===== src/rtl/game_controller_n.sv =====
`default_nettype none
// ============================================================================
// Module      : game_controller_n
// Description : Top-level sequencer for a sliding-tile (2048-style) game.
//               Samples and edge-detects the four move buttons on a slow tick
//               and issues one-hot move commands to the board engine. It also
//               requests new tiles from the generator and detects win or
//               no-move conditions.
//
// Ports
//   clk, rst       : clock, synchronous active-low reset
//   button_press   : raw move buttons {3,2,1,0}
//   board_state    : N*N cell codes, cell 0 in the LSBs
//   movable        : bit1 = dirs 3/1 legal, bit0 = dirs 2/0 legal
//   board_done     : per-direction move-complete from the board engine
//   gen_done/loc/low : tile generator handshake, free cell, small-tile choice
//   move_dir       : one-cycle one-hot move command
//   preset*        : tile insert strobe, location and code
//   block_exist    : occupied-cell map
//   state          : current FSM state
//   won            : win flag
//   clear_board    : one-cycle board clear pulse (auto-restart builds only)
//
// Build option
//   GAME_AUTO_RESTART_EN : when defined, a button edge in ENDED or WON
//                          restarts the game; otherwise both are terminal.
//
// Revision    : 1.0 - initial release
// ============================================================================
module game_controller_n #(
    parameter int N        = 4,
    parameter int CELL_W   = 4,
    parameter int TICK_DIV = 650000,
    parameter int WIN_CODE = 11,
    parameter int PEND_MAX = 1023
) (
    input  logic                   clk,
    input  logic                   rst,
    input  logic [3:0]             button_press,
    input  logic [N*N*CELL_W-1:0]  board_state,
    input  logic [1:0]             movable,
    input  logic [3:0]             board_done,
    input  logic                   gen_done,
    input  logic [$clog2(N*N)-1:0] gen_loc,
    input  logic                   gen_low,
    output logic [3:0]             move_dir,
    output logic                   preset,
    output logic [$clog2(N*N)-1:0] preset_loc,
    output logic [CELL_W-1:0]      preset_val,
    output logic [N*N-1:0]         block_exist,
    output logic [3:0]             state,
    output logic                   won,
    output logic                   clear_board
);

    // ------------------------------------------------------------------------
    // Constants
    // ------------------------------------------------------------------------
    localparam logic [3:0] c_IDLE       = 4'd0;
    localparam logic [3:0] c_INIT_1     = 4'd1;
    localparam logic [3:0] c_PEND_INIT  = 4'd2;
    localparam logic [3:0] c_INIT_2     = 4'd3;
    localparam logic [3:0] c_WAIT_PRESS = 4'd4;
    localparam logic [3:0] c_PENDING    = 4'd5;
    localparam logic [3:0] c_CHECK      = 4'd6;
    localparam logic [3:0] c_ENDED      = 4'd7;
    localparam logic [3:0] c_WON        = 4'd8;

    // +2 keeps the widths at least one bit even for degenerate limits of 0
    localparam int c_TICK_W = $clog2(TICK_DIV + 2);
    localparam int c_WD_W   = $clog2(PEND_MAX + 2);

    localparam logic [c_TICK_W-1:0] c_TICK_MAX = c_TICK_W'(TICK_DIV);
    localparam logic [c_WD_W-1:0]   c_WD_MAX   = c_WD_W'(PEND_MAX);
    localparam logic [31:0]         c_WIN_CODE = 32'(WIN_CODE);
    localparam logic [CELL_W-1:0]   c_VAL_LOW  = CELL_W'(1);
    localparam logic [CELL_W-1:0]   c_VAL_HIGH = CELL_W'(2);

    // ------------------------------------------------------------------------
    // Signals
    // ------------------------------------------------------------------------
    logic [3:0]          r_state;
    logic [3:0]          w_state_nx;
    logic [c_TICK_W-1:0] r_tick;
    logic [3:0]          r_s1;
    logic [3:0]          r_s2;
    logic [3:0]          r_move_dir;
    logic [3:0]          r_sent;
    logic [c_WD_W-1:0]   r_wd;
    logic                r_won;

    logic                w_slot;
    logic [3:0]          w_rise;
    logic [3:0]          w_gate;
    logic [3:0]          w_cand;
    logic [3:0]          w_onehot;
    logic                w_win;
    logic                w_restart;

    // ------------------------------------------------------------------------
    // Occupied-cell map
    // ------------------------------------------------------------------------
    generate
        for (genvar gi = 0; gi < N*N; gi++) begin : g_cells
            assign block_exist[gi] = |board_state[gi*CELL_W +: CELL_W];
        end
    endgenerate

    // ------------------------------------------------------------------------
    // Win detection: any cell at or above the winning code
    // ------------------------------------------------------------------------
    always_comb begin
        w_win = 1'b0;
        for (int i = 0; i < N*N; i++) begin
            if (32'(board_state[i*CELL_W +: CELL_W]) >= c_WIN_CODE) begin
                w_win = 1'b1;
            end
        end
    end

    // ------------------------------------------------------------------------
    // Button edge detection and move selection
    // ------------------------------------------------------------------------
    // Buttons are sampled at the end of each tick period, so a rising edge is
    // evaluated once per period, in the slot where the counter is at zero.
    assign w_slot = (r_tick == '0);
    assign w_rise = r_s1 & ~r_s2;

    // Vertical directions (3/1) and horizontal directions (2/0) share a
    // legality bit each.
    assign w_gate = {movable[1], movable[0], movable[1], movable[0]};

    // Holding off while a pulse is already out keeps the pulse to a single
    // cycle even if the tick period degenerates to one clock.
    assign w_cand = (r_state == c_WAIT_PRESS && w_slot && r_move_dir == 4'b0000)
                    ? (w_rise & w_gate) : 4'b0000;

    // Highest-numbered direction wins a simultaneous press
    always_comb begin
        w_onehot = 4'b0000;
        if (w_cand[3]) begin
            w_onehot = 4'b1000;
        end else if (w_cand[2]) begin
            w_onehot = 4'b0100;
        end else if (w_cand[1]) begin
            w_onehot = 4'b0010;
        end else if (w_cand[0]) begin
            w_onehot = 4'b0001;
        end
    end

    // ------------------------------------------------------------------------
    // Optional auto-restart
    // ------------------------------------------------------------------------
`ifdef GAME_AUTO_RESTART_EN
    logic r_clear_board;

    // Any direction restarts; legality of the move is irrelevant here
    assign w_restart = (r_state == c_ENDED || r_state == c_WON) && w_slot && (|w_rise);

    always_ff @(posedge clk) begin
        if (!rst) begin
            r_clear_board <= 1'b0;
        end else begin
            r_clear_board <= w_restart;
        end
    end

    assign clear_board = r_clear_board;
`else
    assign w_restart   = 1'b0;
    assign clear_board = 1'b0;
`endif

    // ------------------------------------------------------------------------
    // Next-state logic
    // ------------------------------------------------------------------------
    always_comb begin
        w_state_nx = r_state;
        case (r_state)
            c_IDLE: begin
                w_state_nx = c_INIT_1;
            end
            c_INIT_1: begin
                if (gen_done) begin
                    w_state_nx = c_PEND_INIT;
                end
            end
            c_PEND_INIT: begin
                w_state_nx = c_INIT_2;
            end
            c_INIT_2: begin
                if (gen_done) begin
                    w_state_nx = c_CHECK;
                end else if (movable == 2'b00) begin
                    w_state_nx = c_ENDED;
                end
            end
            c_WAIT_PRESS: begin
                if (|r_move_dir) begin
                    w_state_nx = c_PENDING;
                end
            end
            c_PENDING: begin
                if (movable == 2'b00) begin
                    w_state_nx = c_ENDED;
                end else if (|(r_sent & board_done)) begin
                    w_state_nx = c_INIT_2;
                end else if (r_wd == c_WD_MAX) begin
                    w_state_nx = c_CHECK;
                end
            end
            c_CHECK: begin
                if (w_win) begin
                    w_state_nx = c_WON;
                end else if (movable == 2'b00) begin
                    w_state_nx = c_ENDED;
                end else begin
                    w_state_nx = c_WAIT_PRESS;
                end
            end
            c_ENDED, c_WON: begin
                if (w_restart) begin
                    w_state_nx = c_IDLE;
                end
            end
            default: begin
                w_state_nx = c_IDLE;
            end
        endcase
    end

    // ------------------------------------------------------------------------
    // Registers
    // ------------------------------------------------------------------------
    always_ff @(posedge clk) begin
        if (!rst) begin
            r_state    <= c_IDLE;
            r_tick     <= '0;
            r_s1       <= 4'b0000;
            r_s2       <= 4'b0000;
            r_move_dir <= 4'b0000;
            r_sent     <= 4'b0000;
            r_wd       <= '0;
            r_won      <= 1'b0;
        end else begin
            r_state <= w_state_nx;

            if (r_tick == c_TICK_MAX) begin
                r_tick <= '0;
                r_s1   <= button_press;
                r_s2   <= r_s1;
            end else begin
                r_tick <= r_tick + 1'b1;
            end

            r_move_dir <= w_onehot;

            // Remember which direction is outstanding so only its completion
            // flag advances the game.
            if (|w_onehot) begin
                r_sent <= w_onehot;
            end else if (w_state_nx == c_INIT_2 && r_state != c_INIT_2) begin
                r_sent <= 4'b0000;
            end

            // Held at zero outside PENDING, so every entry starts a fresh count
            if (r_state != c_PENDING) begin
                r_wd <= '0;
            end else if (r_wd != c_WD_MAX) begin
                r_wd <= r_wd + 1'b1;
            end

            if (w_restart) begin
                r_won <= 1'b0;
            end else if (r_state == c_WON) begin
                r_won <= 1'b1;
            end
        end
    end

    // ------------------------------------------------------------------------
    // Outputs
    // ------------------------------------------------------------------------
    assign move_dir   = r_move_dir;
    assign state      = r_state;
    assign won        = r_won;
    assign preset     = gen_done && (r_state == c_INIT_1 || r_state == c_INIT_2);
    assign preset_loc = gen_done ? gen_loc : '0;
    assign preset_val = gen_low ? c_VAL_LOW : c_VAL_HIGH;

endmodule
`default_nettype wire


===== config.mk =====
export PLATFORM = sky130hd
export DESIGN_NAME = game_controller_n
export DESIGN_NICKNAME = d
export VERILOG_FILES = /design/src/rtl/game_controller_n.sv
export SDC_FILE = /design/constraint.sdc
export NUM_CORES = 1
export LEC_CHECK = 0
export CORE_MARGIN = 1
export CORE_UTILIZATION = 39
export DETAILED_ROUTE_END_ITERATION = 8
export GPL_ROUTABILITY_DRIVEN = 0
export PLACE_DENSITY = 0.87
export SYNTH_ARGS = -nofsm -noshare
export SYNTH_HDL_FRONTEND = slang
export SYNTH_SLANG_ARGS = --single-unit

===== constraint.sdc =====
create_clock -name clk -period 2.5 [get_ports clk]
set_input_delay 0.25 -clock clk [delete_from_list [all_inputs] [get_ports clk]]
set_output_delay 0.25 -clock clk [all_outputs]
set_load 0.02 [all_outputs]

# After elaboration in Yosys (flattened, before gate mapping)
# Index checks and enable logic that the tools add are counted.
[word_totals]
wordCells = 112
in_bits = 82
ff_bits = 52
output_inout_bits = 35
[classes]
n_lt_le_gt_ge = 16
eq_ne = 14
bitwise = 5
addsub = 2
mux = 35
n_reduce_logical = 32
[op_table]
columns = ["op", "count"]
rows = [
  ["OR reduction 4 bit", 19],
  [">= comparator 4 bit, second input constant", 16],
  ["2-to-1 mux 4 bit", 13],
  ["case mux 4 bit (8 select lines)", 1],
  ["adder 20 x 1 -> 20 bit, second input constant", 1],
  ["equality test 20 bit, second input constant", 1],
  ["zero test 20 bit", 1],
  ["2-to-1 mux 1 bit", 17],
  ["equality test 4 x 3 -> 1 bit, second input constant", 4],
  ["bitwise AND 4 bit", 3],
  ["equality test 4 x 2 -> 1 bit, second input constant", 3],
  ["adder 11 x 1 -> 11 bit, second input constant", 1],
  ["equality test 11 x 10 -> 1 bit, second input constant", 1],
  ["!= test 11 x 10 -> 1 bit, second input constant", 1],
  ["zero test 4 bit", 2],
  ["2-to-1 mux 2 bit", 3],
  ["OR reduction 2 bit", 3],
  ["equality test 4 x 1 -> 1 bit, second input constant", 1],
  ["equality test 4 bit, second input constant", 1],
  ["logical AND 1 bit", 4],
  ["!= test 4 x 2 -> 1 bit, second input constant", 1],
  ["!= test 4 x 3 -> 1 bit, second input constant", 1],
  ["NOT 4 bit", 1],
  ["2-to-1 mux 3 bit", 1],
  ["4 further kinds", 4],
]

# Logic depth before layout (Yosys ltp)
[logic_depth]
depth_word = 23
ltp_mapped = 9

# Worst setup path before layout
# OpenSTA, ideal clock, no wires.
[synth_timing]
path_kind = "register to register"
from = "register r_move_dir[1], in the netlist move_dir[1]"
to = "register r_sent[1]"
path_buffers = 0
setup_slack_ns = 0.143
setup_ns = 0.075
period_less_slack_ns = 2.357
stages_incl_launch_ff = 6
t_arrival_ns = 2.282
cell_sequence = "dfxtp_1 > or4_4 > or3_1 > or4_4 > or3_4 > o22ai_1"
[synth_between]
elab_chain_cells = 9
word_cells_on_any_way = 15
classes_between = "eq/ne: 1; mux: 8; reduce/logical: 6"
[synth_rtl]
columns = ["item", "line", "source"]
rows = [
  ["from (decl)", "87", "logic [3:0] r_move_dir;"],
  ["from (signal assigned)", "257", "r_move_dir <= w_onehot;"],
  ["zero test 4 bit", "135", "assign w_cand = (r_state == c_WAIT_PRESS && w_slot && r_move_dir == 4'b0000)"],
  ["logical AND 1 bit", "135", ""],
  ["2-to-1 mux 4 bit", "136", "? (w_rise & w_gate) : 4'b0000;"],
  ["2-to-1 mux 1 bit", "147", "end else if (w_cand[0]) begin"],
  ["2-to-1 mux 2 bit", "145", "end else if (w_cand[1]) begin"],
  ["2-to-1 mux 3 bit", "143", "end else if (w_cand[2]) begin"],
  ["2-to-1 mux 4 bit", "141", "if (w_cand[3]) begin"],
  ["OR reduction 4 bit", "261", "if (|w_onehot) begin"],
  ["2-to-1 mux 4 bit or nonzero test 2 bit (tied branches)", "-", ""],
  ["to (signal assigned)", "262", "r_sent <= w_onehot;"],
  ["to (decl)", "88", "logic [3:0] r_sent;"],
]
# Several ways; a longest one is shown, not always the timed one.
# A chain may end at the register's enable or synchronous reset.

# Worst setup path after layout
# Ends and elaborated chain as after synthesis.

==> flow_metrics.env <==
export IMPL_fin_skew_ps=7.98
export IMPL_status="complete, no violations"
export IMPL_grt_max_degree=20
export IMPL_portBuffers=113
export IMPL_antenna_found_initial=0
export IMPL_yosysWarnings=0
export IMPL_ios=117
export IMPL_fmax_mhz=418
export IMPL_syn_area_mm2=0.00276
export IMPL_synthCells=328
export IMPL_crit_cells=5
export IMPL_clock_path_buffers=2
export IMPL_h_tree_depth=2
export IMPL_holdWs_ps=463
export IMPL_cp_cell_sequence="or4_4 -> or3_1 -> or4_4 -> or3_4 -> o22ai_1"
export IMPL_cp_slowest_stage_delay_ps=540
export IMPL_ys_seq_elements=52
export IMPL_clkSlewWorstSetupHoldPaths_ps=90
export IMPL_cp_arrival_ps=2630
export IMPL_maxSlewViolCount=0
export IMPL_num_vias=2832
export IMPL_r2r_end="r_sent[1]"
export IMPL_finalPower_mw=1.64
export IMPL_dieArea_mm2=0.00741
export IMPL_ys_seq_area_share_pct=37.8
export IMPL_seq_area_mm2=0.00104
export IMPL_clock_latency_ps=310
export IMPL_avgViaCountPerCell=5.23
export IMPL_ys_async_sr_fraction_pct=0
export IMPL_cp_end_kind="flip-flop"
export IMPL_drt_first_iter_violations=141
export IMPL_ir_drop_v=0.000305
export IMPL_grt_pass1_vias=2740
export IMPL_antenna_left=0
export IMPL_yosysUniqueCellTypes=47
export IMPL_initial_core_util_pct=40.6
export IMPL_hold_viol=0
export IMPL_syn_area_per_cell_um2=8.40
export IMPL_worstSetupPathType="flip-flop to flip-flop"
export IMPL_root_buffer="clkbuf_8"
export IMPL_worst_ep_required_time_ps=2730
export IMPL_core_area_mm2=0.00679
export IMPL_crit_start="move_dir[1]"
export IMPL_timing_final_crit_share_pct=95.8
export IMPL_critPathMaxFanout=5
export IMPL_grt_first_pass_wirelength_mm=11.8
export IMPL_cts_post_setup_buffers_inserted=0
export IMPL_drt_first_pass_iters=4
export IMPL_crit_buf_inv=0
export IMPL_multi_input_area_mm2=0.00161
export IMPL_p_leak_nw=1.56
export IMPL_synth_edf_count=0
export IMPL_post_dp_hpwl_mm=5.89
export IMPL_cts_sinks=52
export IMPL_drcViolationCount=0
export IMPL_fin_nets=529
export IMPL_crit_slowest_cell="or4_4"
export IMPL_r2r_setup_slack_ps=110
export IMPL_final_util_pct=60.3
export IMPL_path_common_cell="or4_4"
export IMPL_gr_total_overflow=0
export IMPL_endpoint="r_sent[1]"
export IMPL_powerDensity_mw_per_mm2=399
export IMPL_die_y_um=86.1
export IMPL_cts_tree="built"
export IMPL_rsz0062_at_grt="false"
export IMPL_fp_dieW_um=86.1
export IMPL_drive_gt1_share_pct=5.17
export IMPL_period_needed_ps=2390
export IMPL_numCtsBuffers=5
export IMPL_fill_cells=582
export IMPL_reg2reg_from="move_dir[1]"
export IMPL_n_antenna_cell=0
export IMPL_rows=30
export IMPL_worstHoldPathType="flip-flop to flip-flop"
export IMPL_track_usage_pct=19.9
export IMPL_wl_per_cell_um=13.7
export IMPL_drt_total_wl_mm=7.39
export IMPL_syn_to_final_growth_pct=48.6
export IMPL_tns_ps=0
export IMPL_crit_family="simple AND/OR/NAND/NOR gates"
export IMPL_setup_viol=0
export IMPL_cp_start_kind="flip-flop"
export IMPL_max_cap_violations=0
export IMPL_rr_worst_depth=5
export IMPL_ys_flop_type="dfxtp_1"
## sequential cells by signal (all words and copies together), names as in the netlist
name and count:
r_s2 4, r_wd 11, r_sent 4, move_dir 4, won 1, r_s1 4, state 4, r_tick 20
## placed cells by master (no fill, tap or decap), types with 2 or more instances in the layout
cell type / netlist / routed
nand2_1: 17 / 17
or3_1: 3 / 3
nand3b_1: 3 / 3
xor2_1: 14 / 14
clkbuf_8: 0 / 6
a311oi_1: 2 / 2
ha_1: 3 / 3
or4_4: 2 / 2
buf_4: 4 / 7
xnor2_1: 13 / 13
o22ai_1: 5 / 5
and3_1: 5 / 5
clkinv_2: 0 / 2
nor4_1: 3 / 3
clkdlybuf4s50_1: 0 / 113
nand2b_1: 2 / 2
a22oi_1: 8 / 8
and3b_1: 3 / 3
a22o_1: 2 / 2
nor2_1: 54 / 54
a21oi_1: 11 / 11
inv_1: 12 / 12
dfxtp_1: 52 / 52
conb_1: 1 / 3
and2_1: 5 / 5
o21a_1: 3 / 3
and4_1: 3 / 3
mux2i_1: 9 / 9
nand3_1: 13 / 13
nor3_1: 8 / 8
or4_1: 18 / 18
nand4_1: 9 / 9
a21o_1: 16 / 16
## through the flow
step / instance area (um2) / instances / worst slack, ps
floorplan: 2760 / 330 / 143
global placement: 4000 / 533 / 183
detailed placement: 4000 / 533 / 138
CTS: 4090 / 541 / 111
global route: 4100 / 541 / 42.3
finish: 4100 / 541 / 106
## power breakdown
group          internal (mW)  switching (mW)
registers              0.835          0.0133
clock network          0.221           0.268
logic                  0.185           0.113
total                   1.24           0.395
## layout make-up
cell class                 instances  area share [%]
multi-input combinational        253            39.4
timing repair buffer             120            28.9
sequential                        52            25.4
tap                               96            2.93
clock buffer                       6            2.02
inverter                          12            1.10
clock inverter                     2           0.244
## worst min-delay path by stage
stage | slack (ps) | depth (start not counted) | start | end
6_report | 460 | 1 | r_tick[0] | r_tick[0]
3_5_place_dp | 450 | 1 | r_tick[0] | r_tick[0]
3_3_place_gp | 440 | 1 | r_tick[0] | r_tick[0]
4_1_cts | 470 | 1 | r_tick[0] | r_tick[0]
2_1_floorplan | 390 | 2 | button_press[0] | r_s1[0]
5_1_grt | 500 | 2 | r_sent[0] | r_sent[0]
## worst register-to-register path: stages, from the launching register on
cell	delay, ps
dfxtp_1	320
or4_4	540
or3_1	390
or4_4	530
or3_4	410
o22ai_1	150
## cells by family after synthesis
| group | after synthesis | share of synthesized area (%) |
|---|---|---|
| adder cells (fa/ha/maj) | 3 | 1.36 |
| AO/OA/AOI/OAI | 54 | 13.8 |
| flip-flops | 52 | 37.8 |
| buffers and inverters | 25 | 4.22 |
| AND/OR/NAND/NOR | 157 | 30.8 |
| other | 1 | 0.136 |
| multiplexers | 9 | 3.27 |
| XOR/XNOR | 27 | 8.58 |
## layer usage
metal	track usage [%]	wire (um)	vias up
met5	0	0	-
met3	4.81	582	14
met1	21.1	2980	1292
met4	6.97	134	0
met2	37.9	3690	114
li1	-	-	1412
## timing repair
action | in CTS | in global routing
resized for setup | 0 | 1
hold buffers | 0 | 0
setup endpoints to repair | 0 | 1
## Yosys cell counts (4+ instances only)
library cell	instances	area, um2
a21o_1	16	120
a21oi_1	11	55.1
a22oi_1	8	60.1
and2_1	5	31.3
and3_1	5	31.3
buf_4	4	30.0
clkbuf_1	8	30.0
dfxtp_1	52	1040
inv_1	12	45.0
mux2i_1	9	90.1
nand2_1	17	63.8
nand3_1	13	65.1
nand4_1	9	56.3
nor2_1	54	203
nor3_1	8	40.0
o22ai_1	5	31.3
or4_1	18	135
xnor2_1	13	114
xor2_1	14	123
No activity file was read; power rests on OpenSTA's default activity.
